File: config.mk
export PLATFORM = sky130hd
export DESIGN_NAME = instr_fetch_unit
export DESIGN_NICKNAME = d
export VERILOG_FILES = /design/src/rtl/legv8_defs.sv /design/src/rtl/next_pc_calc.sv /design/src/rtl/instr_fetch_unit.sv
export SDC_FILE = /design/constraint.sdc
export NUM_CORES = 1
export LEC_CHECK = 0
export ABC_AREA = 1
export BUFFER_PORTS_ARGS = -buffer_cell sky130_fd_sc_hd__buf_4
export CAP_MARGIN = 20
export CORE_MARGIN = 2
export CORE_UTILIZATION = 40
export DETAILED_ROUTE_END_ITERATION = 6
export HOLD_SLACK_MARGIN = 0.06
export PLACE_DENSITY_LB_ADDON = 0.12
export SYNTH_ARGS = -nofsm -noshare
export SYNTH_HDL_FRONTEND = slang
export SYNTH_SLANG_ARGS = --single-unit
File: constraint.sdc
create_clock -name clk -period 3.8 [get_ports clk]
set_clock_uncertainty 0.2 [all_clocks]
set_input_delay 0.19 -clock clk [delete_from_list [all_inputs] [get_ports clk]]
set_output_delay 0.19 -clock clk [all_outputs]
set_load 0.05 [all_outputs]
File: src/rtl/legv8_defs.sv
// ----------------------------------------------------------------------------
// legv8_defs
// Shared definitions for the instruction fetch slice: instruction width,
// the unconditional-branch opcode, the halt sentinel word and the fetch
// state encoding. Imported by instr_fetch_unit and next_pc_calc.
// ----------------------------------------------------------------------------
package legv8_defs;

    localparam int          INSN_W    = 32;
    localparam logic [5:0]  OPC_B     = 6'b000101;
    // BR XZR: treated as the end-of-program marker by fetch
    localparam logic [31:0] HALT_INSN = 32'hD600_03E0;

    typedef enum logic {
        FETCH = 1'b0,
        HALT  = 1'b1
    } fetch_state_e;

endpackage

File: src/rtl/next_pc_calc.sv
// ----------------------------------------------------------------------------
// next_pc_calc
// Purely combinational successor-PC logic for the fetch unit.
// Ports:
//   pc       in   PC_W    byte PC of the word currently returned by the ROM
//   instr    in   INSN_W  instruction word at pc
//   next_pc  out  PC_W    pc + 4, or the B target when instr is a B
//   is_b     out  1       instr is an unconditional B
//   is_halt  out  1       instr is the halt sentinel
// ----------------------------------------------------------------------------
module next_pc_calc
    import legv8_defs::*;
#(
    parameter int PC_W = 64
) (
    input  logic [PC_W-1:0]   pc,
    input  logic [INSN_W-1:0] instr,
    output logic [PC_W-1:0]   next_pc,
    output logic              is_b,
    output logic              is_halt
);

    // imm26 is a word offset: sign-extend to the PC width and scale by 4
    logic [PC_W-1:0] b_offset;

    assign b_offset = {{(PC_W-28){instr[25]}}, instr[25:0], 2'b00};
    assign is_b     = (instr[31:26] == OPC_B);
    assign is_halt  = (instr == HALT_INSN);
    assign next_pc  = is_b ? (pc + b_offset) : (pc + PC_W'(4));

endmodule

File: src/rtl/instr_fetch_unit.sv
// ----------------------------------------------------------------------------
// instr_fetch_unit
// Owns the PC, addresses a combinational instruction ROM and hands
// {instr, pc} to decode through a single valid/ready output register.
// Unconditional B is resolved at fetch; EX-stage redirects flush and
// refetch; fetching stops on the halt sentinel until a redirect.
// Ports:
//   clk, rst_n      clock, asynchronous active-low reset
//   imem_addr       out  word address to the ROM (from the pc register)
//   imem_data       in   ROM word for imem_addr, same cycle
//   if_valid/if_instr/if_pc  out  decode-side output register
//   id_ready        in   decode accepts the output register this cycle
//   redirect_valid/redirect_pc  in  flush and restart at redirect_pc
//   halted          out  halt sentinel fetched, fetching stopped
//   instr_count     out  saturating count of accepted handshakes
// ----------------------------------------------------------------------------
module instr_fetch_unit
    import legv8_defs::*;
#(
    parameter int              ADDR_W   = 16,
    parameter int              PC_W     = 64,
    parameter logic [PC_W-1:0] RESET_PC = '0
) (
    input  logic              clk,
    input  logic              rst_n,
    output logic [ADDR_W-1:0] imem_addr,
    input  logic [INSN_W-1:0] imem_data,
    output logic              if_valid,
    output logic [INSN_W-1:0] if_instr,
    output logic [PC_W-1:0]   if_pc,
    input  logic              id_ready,
    input  logic              redirect_valid,
    input  logic [PC_W-1:0]   redirect_pc,
    output logic              halted,
    output logic [31:0]       instr_count
);

    fetch_state_e      state_q, state_d;
    logic [PC_W-1:0]   pc_q, pc_d;
    logic              if_valid_q, if_valid_d;
    logic [INSN_W-1:0] if_instr_q, if_instr_d;
    logic [PC_W-1:0]   if_pc_q, if_pc_d;
    logic              halted_q, halted_d;
    logic [31:0]       count_q, count_d;

    logic [PC_W-1:0]   seq_next_pc;
    logic              fetch_is_b;
    logic              fetch_is_halt;
    logic              handshake;
    logic              can_load;

    next_pc_calc #(
        .PC_W (PC_W)
    ) u_next_pc (
        .pc      (pc_q),
        .instr   (imem_data),
        .next_pc (seq_next_pc),
        .is_b    (fetch_is_b),
        .is_halt (fetch_is_halt)
    );

    assign imem_addr   = pc_q[ADDR_W+1:2];
    assign if_valid    = if_valid_q;
    assign if_instr    = if_instr_q;
    assign if_pc       = if_pc_q;
    assign halted      = halted_q;
    assign instr_count = count_q;

    assign handshake = if_valid_q & id_ready;
    assign can_load  = (state_q == FETCH) & (~if_valid_q | id_ready);

    // Redirect outranks everything (stall, halt, a B being fetched). When
    // the register is free in FETCH, the ROM word is captured; the halt
    // sentinel is delivered but freezes the pc. In HALT the last word only
    // drains. The B decode result is not needed here beyond next_pc.
    always_comb begin
        state_d    = state_q;
        pc_d       = pc_q;
        if_valid_d = if_valid_q;
        if_instr_d = if_instr_q;
        if_pc_d    = if_pc_q;
        halted_d   = halted_q;
        count_d    = count_q;

        if (handshake && (count_q != 32'hFFFF_FFFF)) begin
            count_d = count_q + 32'd1;
        end

        if (redirect_valid) begin
            pc_d       = redirect_pc & ~PC_W'(3);
            if_valid_d = 1'b0;
            state_d    = FETCH;
            halted_d   = 1'b0;
        end else if (can_load) begin
            if_instr_d = imem_data;
            if_pc_d    = pc_q;
            if_valid_d = 1'b1;
            if (fetch_is_halt) begin
                state_d  = HALT;
                halted_d = 1'b1;
            end else begin
                pc_d = seq_next_pc;
            end
        end else if (handshake) begin
            if_valid_d = 1'b0;
        end
    end

    logic unused_is_b;
    assign unused_is_b = fetch_is_b;

    always_ff @(posedge clk or negedge rst_n) begin
        if (!rst_n) begin
            state_q    <= FETCH;
            pc_q       <= RESET_PC;
            if_valid_q <= 1'b0;
            if_instr_q <= '0;
            if_pc_q    <= '0;
            halted_q   <= 1'b0;
            count_q    <= '0;
        end else begin
            state_q    <= state_d;
            pc_q       <= pc_d;
            if_valid_q <= if_valid_d;
            if_instr_q <= if_instr_d;
            if_pc_q    <= if_pc_d;
            halted_q   <= halted_d;
            count_q    <= count_d;
        end
    end

endmodule

==> reports/results.ini, run 1 <==
[outcome]
status=complete, no violations

[floorplanning]
dieHeight_um=185
initial_core_util_pct=40.5
fp.dieW_um=185
io_pins=246
core_region_area_um2=32500
dieArea_um2=34400
rows=66

[placement]
port_buffers=241
gp_congestion=0.957
pre_cts_ws_ns=0.383
hpwl_um=37200

[cts]
htreeDepth=4
tritoncts=built
post-cts-setup-buffers=0
cts_made_buffers=17
clkSinkCount=190
worstSkewPairLatency_ns=0.46
cts-root-buf=clkbuf_16
clk_pin_slew_worst_paths_ns=0.07
clk_path_buf_depth=2

[logic_synthesis]
yosys_warnings=0
yosysMostFrequentCell=nand2_1
ys.flop_type=dfrtp_1
synthDistinctLibCells=51
syn_avg_cell_area_um2=7.13
yosys.area.top_type_share_pct=36.1
synthTopCellsByCount=512 x nand2_1, 190 x dfrtp_1, 180 x nor2_1
ys_ff_latch=190
synth-seq-area-share_pct=36.1
netlist_area_um2=13200
synth-edff-count=0
synth_cells=1846
async_flop_share_pct=100
yosysTopAreaCell=dfrtp_1
synthTopCellsByArea=dfrtp_1 36%, nand2_1 15%, nor2_1 5.1%

[timing]
worst_pin_slew_ns=0.950
period_share_pct=92.9
setup_viol_count_final=0
max_slew_margin_pct=35.8
min_period_ns=3.53
finalWorstSetupSlack_ns=0.269
finalMaxSlewViolations=0
max_freq_ghz=0.283
hold_violations=0
rsz0062_at_grt=false
setup_tns_ns=0

[grt]
grt_pass1_vias=13300
grt_pass1_wl_um=74800
grt_usage_pct=28.6
antenna_found_initial=1
grt_max_degree=83
overflow=0

[pwr]
p_leak_nw=8.42
ir_drop_uv=293
seqPwrFrac_pct=37.6
switching_share_pct=39.6
p_int_mw=4.06
power_frac_clock_pct=28.4
p_comb_share_pct=33.9
p_per_area_nw_per_um2=398
p_switching_mw=2.66

[final_layout]
drive_gt1_share_pct=19.1
area_growth_pct=28.4
fin_nets=2274

[worst_hold_path]
hp-class=input port to async pin

[drt]
drc=0
num_vias=13900
wl_per_cell_um=18.7
antenna_left=0
drt_iter0_drc=1015
first_pass_iters=6
drt_wl_total_um=48600
via_per_inst=5.34

[worst_setup_path]
cp.arrival_ns=3.67
crit_buf_inv=4
crit_required_ns=3.94
crit_chain=dlygate4sd3_1 > buf_4 > inv_1 > nand2_1 > nor2_4 > nand2_1 > buf_4 > nor2_1 > ha_1 > a21oi_1 > nor2_1 > nor2_1 > nand2_1 > a31oi_1 > o21ai_0 > nand3_1 > nand3_1 > nand2_1 > nand3_1 > nand2_1 > nand2_1
crit_family=simple AND/OR/NAND/NOR gates
crit_fanout=15
end_kind=flop
slowest_delay_ns=0.56
timing.critical_path.mode_cell=nand2_1
path_class=input port to flop
cp_slowest_cell=dlygate4sd3_1
critPathLaunchType=input port

[job]
drv_cap=0

placed cells by master, fill, tap and decap left out, types with 3 or more instances in the layout:
cell type and count:
buf_4 267, o21a_1 3, nor4_1 8, a31oi_1 5, a21oi_1 57, o21bai_1 10, o211ai_1 6, ha_1 26
nor2_1 180, nor2_4 8, dlygate4sd3_1 95, inv_1 177, a21o_1 4, nor2_2 27, inv_2 20, nor3_1 11
nand2_1 511, nand2_2 24, o21ai_1 20, nand3_1 95, mux2_2 21, o221ai_1 7, dfrtp_1 190, o21ai_0 126
a22oi_1 23, a41oi_1 12, clkbuf_8 3, clkbuf_16 17, buf_12 5, o41ai_1 18, nand4_1 78, xor2_1 31
xnor2_1 30, o22ai_1 8, bufinv_16 3
metrics by stage:
stage / util [%] / cell area (um^2) / cells / hold WS (ns) / total power, mW
6_report: 52.0 / 16900 / 2600 / 0.103 / 6.72
3_5_place_dp: 47.2 / 15300 / 2475 / 0.0303 / 4.76
4_1_cts: 52.0 / 16900 / 2599 / 0.0806 / 6.76
3_3_place_gp: 47.2 / 15300 / 2475 / 0.0282 / 4.73
5_1_grt: 52.0 / 16900 / 2600 / 0.118 / 7.03
2_1_floorplan: - / 13200 / 1847 / -0.306 / 3.99
sequential cells by signal, summed over array words and instances (netlist names):
register,flops
if_valid,1
if_pc,62
pc_q,62
halted,1
if_instr,32
instr_count,32
per-layer routing:
layer	vias to the layer above	global-route usage (%)	wire length, um
met5	-	0	0
met4	0	9.02	1050
met3	54	3.89	3180
met2	531	43.6	21000
met1	6585	41.7	23300
li1	6703	-	-
cell families after synthesis:
group / after synthesis / share of synthesized area [%]
AO/OA/AOI/OAI: 306 / 14.0
flip-flops: 190 / 36.1
AND/OR/NAND/NOR: 954 / 31.8
adder cells (fa/ha/maj): 27 / 2.62
buffers and inverters: 286 / 9.52
other: 1 / 0.0285
XOR/XNOR: 61 / 4.06
multiplexers: 21 / 1.80
worst register-to-register path: stages (launching register included):
cell	delay, ns
dfrtp_1	0.42
ha_1	0.26
fa_1	0.43
nand3_1	0.11
nand3_1	0.12
buf_4	0.18
nand2_1	0.05
nand3_1	0.16
nand4_1	0.14
nand2_1	0.20
xor2_1	0.20
o21ai_0	0.33
o21ai_0	0.14
final timing paths:
path	from	endpoint	slack, ns	depth (start not counted)
worst max-delay path	imem_data[27]	pc_q[50]	0.27	21
worst min-delay path	rst_n	if_instr[19]	0.10	2
worst max register to register	pc_q[2]	pc_q[26]	0.71	12
worst min register to register	if_pc[38]	if_pc[38]	0.29	2
max in group asynchronous	rst_n	pc_q[56]	2.29	3
min in group clk	redirect_pc[26]	pc_q[26]	0.13	5
layout make-up:
type / instances / area (um^2)
antenna: 1 / 2.50
clock buffer: 21 / 460
clock inverter: 8 / 134
fill: 3296 / 15600
inverter: 199 / 747
multi-input combinational: 1371 / 7170
sequential: 190 / 4750
tap: 442 / 553
timing repair buffer: 368 / 3070
power by group through the flow:
stage                     clock network (mW)  logic [mW]  registers, mW
after CTS                               1.96        2.28           2.53
after global placement                     0        2.18           2.55
final                                   1.91        2.28           2.53
after floorplan                            0       0.858           3.14
after global routing                    2.02        2.44           2.57
after detailed placement                   0        2.19           2.56
what timing repair did:
| item | in CTS | in global routing |
|---|---|---|
| endpoints found under the hold margin | 160 | 0 |
| setup endpoints to repair | 0 | 3 |
| resized for setup | 0 | 1 |
| hold buffers | 95 | 0 |
Note: power is estimated with default switching activity, not from simulation.
==> run 2: changes to the inputs <==
- CORE_UTILIZATION: 40 -> 52
- clock period: 3.8 -> 3.2 ns (I/O delays scaled with it)
==> run 2 against run 1 <==
Clock power is 20% higher. Design area is 1.9% higher. Via count is 4.1% higher. Total power is 20% higher. Flip-flop and latch count stayed put. Global-route usage is 7.4 points higher. Largest cell class unchanged.
==> reports/results.ini, run 2 (same netlist as run 1, synthesis figures left out) <==
[timing]
max_slew_margin_pct=45.7  ; +9.8 points
max_freq_ghz=0.320
setup_viol_count_final=0  ; unchanged
worst_pin_slew_ns=0.805  ; -0.145 ns
min_period_ns=3.13
period_share_pct=97.7
setup_tns_ns=0  ; unchanged
finalWorstSetupSlack_ns=0.0742  ; -0.195 ns
hold_violations=0  ; unchanged
finalMaxSlewViolations=0  ; unchanged

[worst_setup_path]
crit_chain=dlygate4sd3_1 > buf_4 > nor2_4 > nand3_1 > ha_1 > fa_1 > nand3_1 > nand3_2 > a21oi_2 > o21bai_1 > nand2_1 > nand2_1 > nand2_1 > nand2_2 > nand3_1 > nand4_1 > nand3_1 > nand2_1
crit_fanout=3  ; -12
crit_required_ns=3.35  ; -0.59 ns
cp.arrival_ns=3.27  ; -0.40 ns
end_kind=flop
critPathLaunchType=input port
cp_slowest_cell=dlygate4sd3_1
path_class=input port to flop
slowest_delay_ns=0.54  ; -0.02 ns

[placement]
place_area_um2=15500  ; +0.78%
gp_congestion=1.00  ; +4.9%
hpwl_um=35900  ; -3.4%
port_buffers=241  ; unchanged
pre_cts_ws_ns=-0.166  ; -0.549 ns

[cts]
cts-root-buf=clkbuf_16
htreeDepth=4  ; unchanged
clk_path_buf_depth=2  ; unchanged
tritoncts=built
cts_made_buffers=17  ; unchanged
clkSinkCount=190  ; unchanged
clk_pin_slew_worst_paths_ns=0.09  ; +0.02 ns
worstSkewPairLatency_ns=0.46  ; about the same

[final_layout]
mostFrequentLayoutCell=nand2_1
antenna_cells=0  ; -1
fin_util_pct=68.8  ; +17 points
drive_gt1_share_pct=22.3  ; +3.1 points
final_area_um2=17200  ; +1.9%
fin_nets=2306  ; +1.4%
final_cell_mix=505 x nand2_1, 292 x buf_4, 190 x dfrtp_1
area_growth_pct=30.8

[floorplanning]
dieHeight_um=163  ; -12%
fp.dieW_um=163  ; -12%
rows=58  ; -12%
core_region_area_um2=25000  ; -23%
initial_core_util_pct=52.5  ; +12 points
io_pins=246  ; unchanged
dieArea_um2=26600  ; -23%

[drt]
antenna_left=0  ; unchanged
via_per_inst=5.73  ; +7.3%
drt_wl_total_um=47900  ; -1.4%
wl_per_cell_um=19.0  ; +1.6%
drt_iter0_drc=1629  ; +60%
first_pass_iters=6  ; unchanged
drc=0  ; unchanged
num_vias=14400  ; +4.1%

[pwr]
power.total_mw=8.09  ; +20%
ir_drop_uv=614  ; +110%
p_per_area_nw_per_um2=470  ; +18%
p_leak_nw=8.64  ; +2.6%

[grt]
overflow=0  ; unchanged
grt_pass1_wl_um=73700  ; -1.6%
grt_max_degree=88  ; +6.0%
grt_usage_pct=36.0  ; +7.4 points
antenna_found_initial=0  ; -1
grt_pass1_vias=13500  ; +1.1%

[outcome]
status=complete, no violations

[worst_hold_path]
hp-class=input port to async pin

[job]
drv_cap=0  ; unchanged

-- run 2: where the power goes --
group / internal (mW) / switching, mW / leakage, nW
combinational: 0.885 / 1.89 / 5.99
sequential: 2.71 / 0.308 / 2.35
clock: 1.10 / 1.20 / 0.301
-- run 2: what timing repair did --
item,in CTS,in global routing
setup endpoints to repair,0,35
endpoints found under the hold margin,183,0
hold buffers,97,0
setup buffers,0,1
resized for setup,0,47
-- run 2: area by class of cell --
class,count,area (um^2)
multi-input combinational,1371,7310
clock buffer,18,439
tap,330,413
sequential,190,4750
timing repair buffer,400,3360
clock inverter,14,185
fill,2145,7820
inverter,199,747
-- run 2: per-stage QoR --
step	hold slack, ns	std cells
after global routing	0.155	2522
after global placement	0.0697	2391
after CTS	0.102	2520
after floorplan	-0.336	1847
after detailed placement	0.0762	2391
final	0.110	2522
-- run 2: path summary, 6_finish.rpt --
kind                       depth (start not counted)         to  slack [ns]     startpoint
max                                               18   pc_q[60]        0.07  imem_data[30]
min                                                2   if_pc[9]        0.11          rst_n
max reg2reg                                       14   pc_q[60]        0.31        pc_q[2]
min reg2reg                                        2  if_pc[61]        0.29      if_pc[61]
max in group asynchronous                          3  if_pc[62]        1.90          rst_n
min in group clk                                   6     halted        0.12  imem_data[31]
-- run 2: routing by layer --
| layer | part of all wire (%) | wire length [um] | vias to the layer above | track usage (%) |
|---|---|---|---|---|
| met5 | 0 | 0 | - | 0 |
| met4 | 2.5 | 1190 | 0 | 9.57 |
| met3 | 9.7 | 4650 | 89 | 7.29 |
| met2 | 44 | 20800 | 737 | 54.6 |
| met1 | 44 | 21200 | 6844 | 52.4 |
| li1 | - | - | 6769 | - |
-- run 2: critical path, delay by kind of cell --
kind | cells | cell delay, ns
and+or+nand+nor | 12 | 1.40
buffers and inverters | 2 | 0.70
adders and majority gates | 2 | 0.63
AOI/OAI and AO/OA | 2 | 0.37
==> run 3: changes to the inputs <==
- ABC_CLOCK_PERIOD_IN_PS: not set -> 3200
- RECOVER_POWER: not set -> 100
==> run 3 against run 2 <==
The run now ends with DRC, capacitance limit, slew limit left. Combinational power decreased by 7.9%. Clock power is essentially flat. Design area is 3.4% lower. Wire length increased by 0.12%. Sequential share of layout area rose by 0.97 points. Worst setup slack improved by 0.0026 ns. Cell count hardly changed. Total power is 2.8% lower. Utilization shrank 2.3 points.
==> reports/results.ini, run 3 (same netlist as run 1, synthesis figures left out) <==
[outcome]
status=finished with violations
violations=DRC, capacitance limit, slew limit

[drt]
via_per_inst=5.72  ; about the same
drt_iter0_drc=1608  ; -1.3%
drt_wl_total_um=47900  ; +0.12%
antenna_left=0  ; unchanged
drc=1  ; +1
wl_per_cell_um=19.0  ; about the same
first_pass_iters=7  ; +1
num_vias=14400  ; unchanged

[worst_setup_path]
crit_family=simple AND/OR/NAND/NOR gates
end_kind=flop
cp.depth=19  ; +1
crit_buf_inv=3  ; +1
rr_worst_depth=14  ; unchanged
path_class=input port to flop
reg2reg_slack_ns=0.29  ; -0.02 ns
crit_fanout=4  ; +1
cp_slowest_cell=dlygate4sd3_1
critPathLaunchType=input port
slowest_delay_ns=0.54  ; about the same
timing.critical_path.mode_cell=nand3_1
crit_required_ns=3.35  ; about the same
cp.arrival_ns=3.27  ; about the same
crit_chain=dlygate4sd3_1 > buf_4 > nor2_4 > nand3_1 > ha_1 > fa_1 > nand3_1 > nand3_2 > buf_4 > nand4_1 > nand3_2 > nand3_1 > nand3_2 > nand3_1 > nand2_2 > nand2_1 > nand3_1 > nand3_1 > nand2_1

[final_layout]
area_growth_pct=26.4
final_area_um2=16600  ; -3.4%
fin_nets=2306  ; unchanged
fin_cells=2523  ; +0.040%
mostFrequentLayoutCell=nand2_1
final_cell_mix=507 x nand2_1, 190 x dfrtp_1, 177 x inv_1
drive_gt1_share_pct=15.4  ; -6.9 points

[placement]
place_area_um2=15500  ; unchanged
port_buffers=241  ; unchanged
hpwl_um=35900  ; unchanged
pre_cts_ws_ns=-0.166  ; unchanged
gp_congestion=1.00  ; unchanged
place_inst=2391  ; unchanged

[timing]
finalWorstSetupSlack_ns=0.0768  ; +0.00258 ns
hold_violations=0  ; unchanged
setup_viol_count_final=0  ; unchanged
max_freq_ghz=0.320  ; about the same
finalMaxSlewViolations=86  ; +86
worst_pin_slew_ns=2.33  ; +1.52 ns
max_slew_margin_pct=-55.0  ; -100 points
min_period_ns=3.12  ; -0.00258 ns
period_share_pct=97.6  ; about the same

[floorplanning]
rows=58  ; unchanged
dieArea_um2=26600  ; unchanged
dieHeight_um=163  ; unchanged
core_region_area_um2=25000  ; unchanged
io_pins=246  ; unchanged
fp.dieW_um=163  ; unchanged
initial_core_util_pct=52.5  ; unchanged

[worst_hold_path]
hp-class=input port to flop
hold_depth=6

[cts]
clk_path_buf_depth=2  ; unchanged
cts_made_buffers=17  ; unchanged
clk_pin_slew_worst_paths_ns=0.09  ; about the same
worstSkewPairLatency_ns=0.45  ; about the same
htreeDepth=4  ; unchanged
cts-root-buf=clkbuf_16
tritoncts=built
clkSinkCount=190  ; unchanged

[grt]
grt_max_degree=88  ; unchanged
grt_pass1_wl_um=73700  ; unchanged
antenna_found_initial=0  ; unchanged
grt_pass1_vias=13500  ; unchanged
grt_usage_pct=36.0  ; unchanged
overflow=0  ; unchanged

[pwr]
ir_drop_uv=548  ; -11%
p_per_area_nw_per_um2=473  ; +0.62%
p_leak_nw=8.06  ; -6.7%
power.total_mw=7.87  ; -2.8%

[job]
drv_cap=1  ; +1

-- run 3: cell types whose count changed in the layout (fill, tap and decap cells not counted), sizes merged --
| cell | before | now |
|---|---|---|
| buf | 302 | 155 |
| clkbuf | 19 | 166 |
| diode | 0 | 1 |
-- run 3: final cells by class --
cell class	instances	area, um^2
repair buffers	400	2810
flip-flops and latches	190	4750
clock buffers	18	439
fillers	2309	8410
inverters	199	747
diodes	1	2.50
clock inverters	14	185
well taps	330	413
multi-input cells	1371	7280
-- run 3: layer usage --
metal  global-route usage, %  part of all wire, %  vias to the layer above
met3                    7.29                   10                       91
met2                    54.6                   43                      728
met1                    52.4                   44                     6853
met4                    9.57                  2.5                        0
li1                        -                    -                     6767
met5                       0                    0                        -
-- run 3: final timing paths --
| path | startpoint | end |
|---|---|---|
| setup reg to reg | instr_count[0] | instr_count[30] |
| hold reg to reg | if_pc[60] | if_pc[60] |
| min in group asynchronous | rst_n | if_pc[9] |
| hold / removal | imem_data[31] | halted |
| setup / recovery | imem_data[30] | pc_q[54] |
| max in group asynchronous | rst_n | pc_q[44] |
-- run 3: per-stage QoR --
step	hold slack [ns]	setup TNS [ns]	utilization (%)
6_report	0.116	0	66.4
3_5_place_dp	0.0762	-0.466	61.7
2_1_floorplan	-0.336	0	-
5_1_grt	0.146	-0.111	66.4
4_1_cts	0.102	0	68.1
3_3_place_gp	0.0697	-0.0227	61.7
-- run 3: worst reg2reg max path: cells and delay by family, from the launching register on --
family / cells / cell delay [ns]
flops: 1 / 0.41
fa+ha+maj: 1 / 0.22
xor+xnor: 1 / 0.15
simple gates: 12 / 1.82
-- run 3: report_power, final --
part,switching [mW],internal [mW],total [mW]
sequential,0.305,2.71,3.01
clock,1.19,1.10,2.29
combinational,1.89,0.668,2.56
total,3.39,4.47,7.87
-- run 3: repair_timing --
| item | CTS | global route |
|---|---|---|
| hold buffers | 97 | 0 |
| setup buffers | 0 | 1 |
| endpoints found under the hold margin | 183 | 0 |
| gates resized for setup | 0 | 47 |
| setup endpoints to repair | 0 | 35 |
